--- config.mk ---
export PLATFORM = sky130hd
export DESIGN_NAME = fifo_read_ctrl_flat
export DESIGN_NICKNAME = d
export VERILOG_FILES = /design/src/rtl/fifo_read_ctrl_if.sv /design/src/rtl/fifo_read_ctrl.sv /design/src/flat_wrapper.sv
export SDC_FILE = /design/constraint.sdc
export NUM_CORES = 1
export LEC_CHECK = 0
export ABC_AREA = 1
export CAP_MARGIN = 30
export CELL_PAD_IN_SITES_DETAIL_PLACEMENT = 1
export CELL_PAD_IN_SITES_GLOBAL_PLACEMENT = 1
export CORE_UTILIZATION = 32
export DETAILED_ROUTE_END_ITERATION = 16
export PLACE_DENSITY_LB_ADDON = 0.2
export SLEW_MARGIN = 10
export SYNTH_ARGS = -nofsm -noshare
export SYNTH_HDL_FRONTEND = slang
export SYNTH_SLANG_ARGS = --single-unit
--- constraint.sdc ---
create_clock -name clk -period 1.55 [get_ports clk]
set_input_delay 0.465 -clock clk [delete_from_list [all_inputs] [get_ports clk]]
set_output_delay 0.465 -clock clk [all_outputs]
set_load 0.02 [all_outputs]
--- src/rtl/fifo_read_ctrl_if.sv ---
// fifo_read_ctrl_if: FIFO read side and downstream valid/ready bundle for
// fifo_read_ctrl. master = the drain controller, slave = FIFO + consumer.
`timescale 1ns/1ps
interface fifo_read_ctrl_if #(
  parameter int DATA_BITS = 10,
  parameter int CNT_BITS  = 16
);
  logic [DATA_BITS-1:0] fifo_data_out;
  logic                 fifo_empty_out;
  logic                 error_fifo_out;
  logic                 fifo_read;
  logic [DATA_BITS-1:0] out_data;
  logic                 out_valid;
  logic                 out_ready;
  logic                 err_clear;
  logic                 error_out;
  logic [1:0]           state;
  logic [CNT_BITS-1:0]  word_count;

  modport master (
    input  fifo_data_out, fifo_empty_out, error_fifo_out, out_ready, err_clear,
    output fifo_read, out_data, out_valid, error_out, state, word_count
  );

  modport slave (
    output fifo_data_out, fifo_empty_out, error_fifo_out, out_ready, err_clear,
    input  fifo_read, out_data, out_valid, error_out, state, word_count
  );
endinterface

--- src/rtl/fifo_read_ctrl.sv ---
// fifo_read_ctrl: drains a synchronous FIFO (1-cycle read latency) into a
// 3-entry skid buffer and presents words over valid/ready at one word/cycle.
// Optional macro FIFO_READ_CTRL_COUNT_EN enables the delivered-word counter;
// without it word_count is tied to zero.
`timescale 1ns/1ps
module fifo_read_ctrl #(
  parameter int DATA_BITS = 10,
  parameter int CNT_BITS  = 16
) (
  input logic              clk,
  input logic              reset,
  fifo_read_ctrl_if.master bus
);
  typedef enum logic [1:0] {
    IDLE = 2'd0,
    RUN  = 2'd1,
    FULL = 2'd2,
    ERR  = 2'd3
  } state_t;

  logic [DATA_BITS-1:0] mem [3];
  logic [1:0]           wr_ptr, rd_ptr, occ, occ_nxt;
  logic                 pending, rd_en, pop, err_q, err_nxt;
  state_t               st, st_nxt;

  function automatic logic [1:0] wrap_inc(input logic [1:0] p);
    return (p == 2'd2) ? 2'd0 : p + 2'd1;
  endfunction

  // Reads are gated only by registered state and the empty flag, so no path
  // from out_ready reaches fifo_read. occ + pending < 3 reserves a slot for
  // every word in flight.
  assign rd_en   = reset && !bus.fifo_empty_out && !err_q &&
                   ((3'(occ) + 3'(pending)) < 3'd3);
  assign pop     = (occ != 2'd0) && bus.out_ready;
  assign occ_nxt = occ + 2'(pending) - 2'(pop);
  // A new error wins over a simultaneous clear.
  assign err_nxt = bus.error_fifo_out | (err_q & ~bus.err_clear);

  assign bus.fifo_read = rd_en;
  assign bus.out_valid = (occ != 2'd0);
  assign bus.out_data  = mem[rd_ptr];
  assign bus.error_out = err_q;
  assign bus.state     = st;

  // Next FSM state from next-cycle occupancy, pending and error values.
  always_comb begin
    st_nxt = RUN;
    if (err_nxt)                         st_nxt = ERR;
    else if (occ_nxt == 2'd3)            st_nxt = FULL;
    else if (occ_nxt == 2'd0 && !rd_en)  st_nxt = IDLE;
  end

  // Skid buffer: capture the word read last cycle, advance head on a pop.
  always_ff @(posedge clk or negedge reset) begin
    if (!reset) begin
      occ     <= 2'd0;
      pending <= 1'b0;
      wr_ptr  <= 2'd0;
      rd_ptr  <= 2'd0;
      for (int i = 0; i < 3; i++) mem[i] <= '0;
    end else begin
      pending <= rd_en;
      occ     <= occ_nxt;
      if (pending) begin
        mem[wr_ptr] <= bus.fifo_data_out;
        wr_ptr      <= wrap_inc(wr_ptr);
      end
      if (pop) rd_ptr <= wrap_inc(rd_ptr);
    end
  end

  // FSM and sticky error, both registered.
  always_ff @(posedge clk or negedge reset) begin
    if (!reset) begin
      st    <= IDLE;
      err_q <= 1'b0;
    end else begin
      st    <= st_nxt;
      err_q <= err_nxt;
    end
  end

`ifdef FIFO_READ_CTRL_COUNT_EN
  logic [CNT_BITS-1:0] cnt;

  // Delivered-word counter, wraps naturally.
  always_ff @(posedge clk or negedge reset) begin
    if (!reset) cnt <= '0;
    else if (pop) cnt <= cnt + CNT_BITS'(1);
  end

  assign bus.word_count = cnt;
`else
  assign bus.word_count = '0;
`endif
endmodule
--- src/flat_wrapper.sv ---
// flat-port wrapper written by rule: the top's interface ports become plain ports
module fifo_read_ctrl_flat 
#(
  parameter int DATA_BITS = 10,
  parameter int CNT_BITS  = 16
)
  (clk, reset, bus_fifo_data_out, bus_fifo_empty_out, bus_error_fifo_out, bus_out_ready, bus_err_clear, bus_fifo_read, bus_out_data, bus_out_valid, bus_error_out, bus_state, bus_word_count);
  fifo_read_ctrl_if #(.DATA_BITS(DATA_BITS), .CNT_BITS(CNT_BITS)) bus_i ();
  input logic clk;
  input logic reset;
  input wire logic [$bits(bus_i.fifo_data_out)-1:0] bus_fifo_data_out;
  input wire logic [$bits(bus_i.fifo_empty_out)-1:0] bus_fifo_empty_out;
  input wire logic [$bits(bus_i.error_fifo_out)-1:0] bus_error_fifo_out;
  input wire logic [$bits(bus_i.out_ready)-1:0] bus_out_ready;
  input wire logic [$bits(bus_i.err_clear)-1:0] bus_err_clear;
  output wire logic [$bits(bus_i.fifo_read)-1:0] bus_fifo_read;
  output wire logic [$bits(bus_i.out_data)-1:0] bus_out_data;
  output wire logic [$bits(bus_i.out_valid)-1:0] bus_out_valid;
  output wire logic [$bits(bus_i.error_out)-1:0] bus_error_out;
  output wire logic [$bits(bus_i.state)-1:0] bus_state;
  output wire logic [$bits(bus_i.word_count)-1:0] bus_word_count;
  assign bus_i.fifo_data_out = bus_fifo_data_out;
  assign bus_i.fifo_empty_out = bus_fifo_empty_out;
  assign bus_i.error_fifo_out = bus_error_fifo_out;
  assign bus_i.out_ready = bus_out_ready;
  assign bus_i.err_clear = bus_err_clear;
  assign bus_fifo_read = bus_i.fifo_read;
  assign bus_out_data = bus_i.out_data;
  assign bus_out_valid = bus_i.out_valid;
  assign bus_error_out = bus_i.error_out;
  assign bus_state = bus_i.state;
  assign bus_word_count = bus_i.word_count;
  fifo_read_ctrl #(.DATA_BITS(DATA_BITS), .CNT_BITS(CNT_BITS)) u_core (.clk(clk), .reset(reset), .bus(bus_i));
endmodule
# ---- Word level (Yosys, flattened, before mapping)
# Cells that the tools add are included.
dict set report classes {
  n_addsub 5
  order_cmp 4
  n_eq_ne 3
  muxes 11
  bitwise_logic 5
  reduce_logical 11
}
# operator n
set op_table {}
lappend op_table {{bitwise mux 30 bit} 1}
lappend op_table {{2-to-1 mux 10 bit} 3}
lappend op_table {{binary-select mux 10 bit (select 2 bit)} 1}
lappend op_table {{demux 10 bit (select 2 bit)} 1}
lappend op_table {{2-to-1 mux 2 bit} 4}
lappend op_table {{equality test 2 bit, second input constant} 3}
lappend op_table {{greater-or-equal comparator 3 bit, second input constant} 2}
lappend op_table {{logical AND 1 bit} 6}
lappend op_table {{NOT 2 -> 3 bit} 2}
lappend op_table {{adder 2 x 1 -> 2 bit, second input constant} 2}
lappend op_table {{adder 2 x 1 -> 3 bit} 1}
lappend op_table {{zero test 1 bit} 3}
lappend op_table {{< comparator 3 x 1 -> 1 bit, second input constant} 1}
lappend op_table {{< comparator 3 x 2 -> 1 bit, second input constant} 1}
lappend op_table {{adder 2 x 1 -> 2 bit} 1}
lappend op_table {{zero test 2 bit} 1}
lappend op_table {{nonzero test 2 bit} 1}
lappend op_table {{subtractor 2 x 1 -> 2 bit} 1}
lappend op_table {{AND 1 bit} 1}
lappend op_table {{2-to-1 mux 1 bit} 1}
lappend op_table {{NOT 1 bit} 1}
lappend op_table {{bitwise OR 1 bit} 1}
dict set report word_totals {
  reg_bits 40
  out_inout_bits 31
  word_cells 48
}

# ---- Longest topological paths before layout
dict set report depth {
  depth_word 9
  depth_mapped 13
  depth_no_buf 13
}

# ---- Worst setup path before layout
# OpenSTA, ideal clock, no wires.
dict set report synth_path {
  kind {reg-to-output}
  startpoint {register u_core.pending}
  endpoint {output port bus_fifo_read}
  arrival_ns 1.318
  setup_slack_ns -0.233
  path_stages_with_launch 6
  path_cell_list {dfrtp_1 -> ha_1 -> ha_1 -> nand2_1 -> nand2_1 -> nor2_1}
}
dict set report synth_between {
  elab_chain_cells 3
}
# element line
set synth_lines {}
lappend synth_lines {{start: declaration} fifo_read_ctrl.sv:23} ;# logic pending, rd_en, pop, err_q, err_nxt;
lappend synth_lines {{start signal: assignment} fifo_read_ctrl.sv:63} ;# pending <= rd_en;
lappend synth_lines {{adder 2 x 1 -> 3 bit} fifo_read_ctrl.sv:34} ;# ((3'(occ) + 3'(pending)) < 3'd3);
lappend synth_lines {{< comparator 3 x 2 -> 1 bit} fifo_read_ctrl.sv:34}
lappend synth_lines {{logical AND 1 bit} fifo_read_ctrl.sv:33} ;# assign rd_en = reset && !bus.fifo_empty_out && !err_q &&
lappend synth_lines {{end: declaration} flat_wrapper.sv:16} ;# output wire logic [$bits(bus_i.fifo_read)-1:0] bus_fifo_read;
# No other way between the ends.

# ---- Worst setup path in the final report
# Same ends and word-level chain as after synthesis.

==> metrics.md <==
| Metric | Value |
|---|---|
| Hold Crit Class | in2async |
| Detailed placer's ending HPWL | 3.288 mm |
| Worst vdd ir | 0.9082 mV |
| Syn. warnings | 0 |
| DR DRC count | 0 |
| Clk_lat worst skew | 0.29 ns |
| Initial core utilization | 34.15% |
| FF-to-FF Start | u_core.occ[1] |
| Cells after Synth | 225 |
| Area occupied by multi-input gates | 952.2 µm² |
| Worst setup margin | -0.3242 ns |
| Die Ht | 79.60 µm |
| Global-route wire length before repair | 8.079 mm |
| Top fanout value on the critical path | 2 |
| Pwr dens | 2151 mW/mm² |
| Syn-to-layout area delta | 46.75% |
| Violated checks | setup timing |
| Layout cells sized above 1 | 39.08% |
| Slew @ Worst Pin | 0.5205 ns |
| CTS hold repair buffers | 0 |
| Die Wd | 79.60 µm |
| Post-synth cell types | 16 |
| Max_slew headroom | 65.30% |
| Min Hold Slack | 0.2595 ns |
| Core area | 0.005642 mm² |
| Floorplan row count | 27 |
| Worst Path Arrival | 1.41 ns |
| Wire per inst | 13.63 µm |
| Final min period | 1.874 ns |
| Slew Limit Fails | 0 |
| Register area | 0.001005 mm² |
| Grt ovf | 0 |
| CTS max path bufs | 2 |
| Number of clock buffers inserted by TritonCTS | 5 |
| GRT Total Usage | 17.01% |
| Run status | finished with violations |
| RSZ-0062 raised after global routing | yes |
| Sequential element share of the synthesized area | 51.95% |
| Starting DRT DRC Count | 54 |
| CTS tree | done |
| Worst Clk Skew | 0.002774 ns |
| Crit-path cells | ha_4 -> ha_4 -> nand2_2 -> nand2_2 -> nor2_4 -> buf_6 |
| Routed WL | 4.851 mm |
| Vias in the first global route | 1702 |
| Largest net degree at the start of global routing | 41 |
| WS Path Type | reg2out |
| Full die area | 0.006335 mm² |
| Worst Path Required | 1.08 ns |
| Leak | 1.401 nW |
| GPL Wtd Cong | 0.6798 |
| Synthesized flop and latch total | 40 |
| IO buf count | 30 |
| Mapped Area | 0.001927 mm² |
| Max Clock Freq | 533.6 MHz |
| Reg2reg end | u_core.bus.state[0] |
| Type of origin of the critical path | flip-flop |
| Fillers | 662 |
| Antenna Violating Nets Remaining | 0 |
| Period utilization | 120.9% |
| Final #Nets | 303 |
| Antenna violations before repair | 0 |
| Final setup fails | 15 |
| Top-Level Pins | 47 |
| Slowest stage delay, CP | 0.43 ns |
| Drt first pass iters | 4 |
| CP max-delay cell | dfrtp_2 |
| Synth Area per Inst | 8.564 µm² |
| Root buffer cell | clkbuf_8 |
| Max_cap viols | 0 |
| Register-to-register setup slack | -0.23 ns |
| Total number of vias | 1655 |
| Final hold vios | 0 |
| Crit end category | output port |
| Power Total | 6.082 mW |
| Worst-case reg-to-reg path depth | 13 |
| Sink Count | 40 |
| # diodes | 0 |
| Clock transition at path regs | 0.07 ns |
| H-tree levels | 2 |
| Via density | 4.649 |
cell type report:
class	instances	area share [%]
inverters	23	3.230
well taps	72	3.186
clock buffers	8	3.186
multi-input cells	150	33.67
flip-flops and latches	40	35.53
repair buffers	63	21.19
sequential cells by signal, summed over array words and instances (netlist names):
| signal | count |
|---|---|
| u_core.wr_ptr | 2 |
| u_core.bus.error_out | 1 |
| u_core.occ | 2 |
| u_core.mem | 30 |
| u_core.rd_ptr | 2 |
| u_core.pending | 1 |
| u_core.bus.state | 2 |
worst max-delay path: cells and delay by family, from the launching register on:
kind,cells,cell delay [ns]
fa+ha+maj,2,0.42
simple gates,3,0.15
flops,1,0.43
buf+inv,1,0.12
per-stage QoR:
step / instances / TNS, ns / util [%] / instance area (µm²) / setup WS [ns]
after CTS: 353 / -3.306 / 47.86 / 2700 / -0.3495
after floorplan: 240 / -0.07448 / - / 2044 / -0.04137
after global routing: 356 / -4.092 / 50.12 / 2828 / -0.4156
after global placement: 337 / -5.331 / 42.74 / 2411 / -0.6614
after detailed placement: 337 / -5.563 / 42.74 / 2411 / -0.6876
final: 356 / -3.147 / 50.12 / 2828 / -0.3242
worst max-delay path by stage:
stage,from,end,slack (ns)
finish,u_core.pending,bus_fifo_read,-0.32
global route,u_core.occ[0],bus_fifo_read,-0.42
CTS,u_core.pending,bus_fifo_read,-0.35
detailed placement,bus_fifo_empty_out,bus_fifo_read,-0.69
global placement,bus_fifo_empty_out,bus_fifo_read,-0.66
floorplan,u_core.occ[1],u_core.bus.state[0],-0.04
layout by cell type (no fill, tap or decap), types with 12 or more instances in the layout:
| cell | instances |
|---|---|
| inv_1 | 16 |
| nand3_2 | 18 |
| clkdlybuf4s50_1 | 14 |
| nand3_1 | 15 |
| buf_4 | 20 |
| nand2_1 | 39 |
| buf_6 | 25 |
| conb_1 | 16 |
| nand2_2 | 12 |
| dfrtp_1 | 37 |
| o21ai_1 | 24 |
Yosys cell counts:
cell / n / area (µm²)
buf_4: 17 / 127.6
nor2_1: 4 / 15.01
buf_6: 1 / 11.26
nand2_1: 55 / 206.5
conb_1: 1 / 3.750
inv_1: 23 / 86.33
o21ai_2: 6 / 52.55
a21oi_1: 1 / 5.000
o21ai_0: 4 / 20.02
clkbuf_2: 1 / 5.000
ha_1: 4 / 50.05
buf_2: 8 / 40.04
nand3b_1: 1 / 7.510
dfrtp_1: 40 / 1001
o21ai_1: 24 / 120.1
nand3_1: 35 / 175.2
logic make-up (layout without fill, tap and decap cells):
| family | after synthesis | count (layout) | share of synthesized area [%] |
|---|---|---|---|
| simple gates | 95 | 95 | 20.97 |
| compound gates | 35 | 35 | 10.26 |
| fa+ha+maj | 4 | 4 | 2.598 |
| buf+inv | 50 | 94 | 14.03 |
| flops | 40 | 40 | 51.95 |
| other cells | 1 | 16 | 0.1946 |
metal layers:
layer,GRT usage (%),routed length [µm],vias to the layer above
li1,-,-,812
met1,20.29,2146,803
met2,29.83,2442,34
met3,4.114,193,6
met4,5.455,68,0
met5,0,0,-
report_power, final:
part / switching [mW] / internal [mW] / total, mW
Sequential: 0.372 / 1.52 / 1.89
Clock: 0.346 / 0.363 / 0.709
Combinational: 1.74 / 1.74 / 3.48
Total: 2.46 / 3.63 / 6.08
repair_timing:
| item | CTS | global route |
|---|---|---|
| pin swaps | 6 | 5 |
| buffers inserted | 8 | 3 |
| resized for setup | 110 | 29 |
| setup endpoints to repair | 18 | 16 |
| gates cloned | 0 | 0 |
| hold endpoints to repair | 0 | 0 |
(Power assumes the default switching activity.)
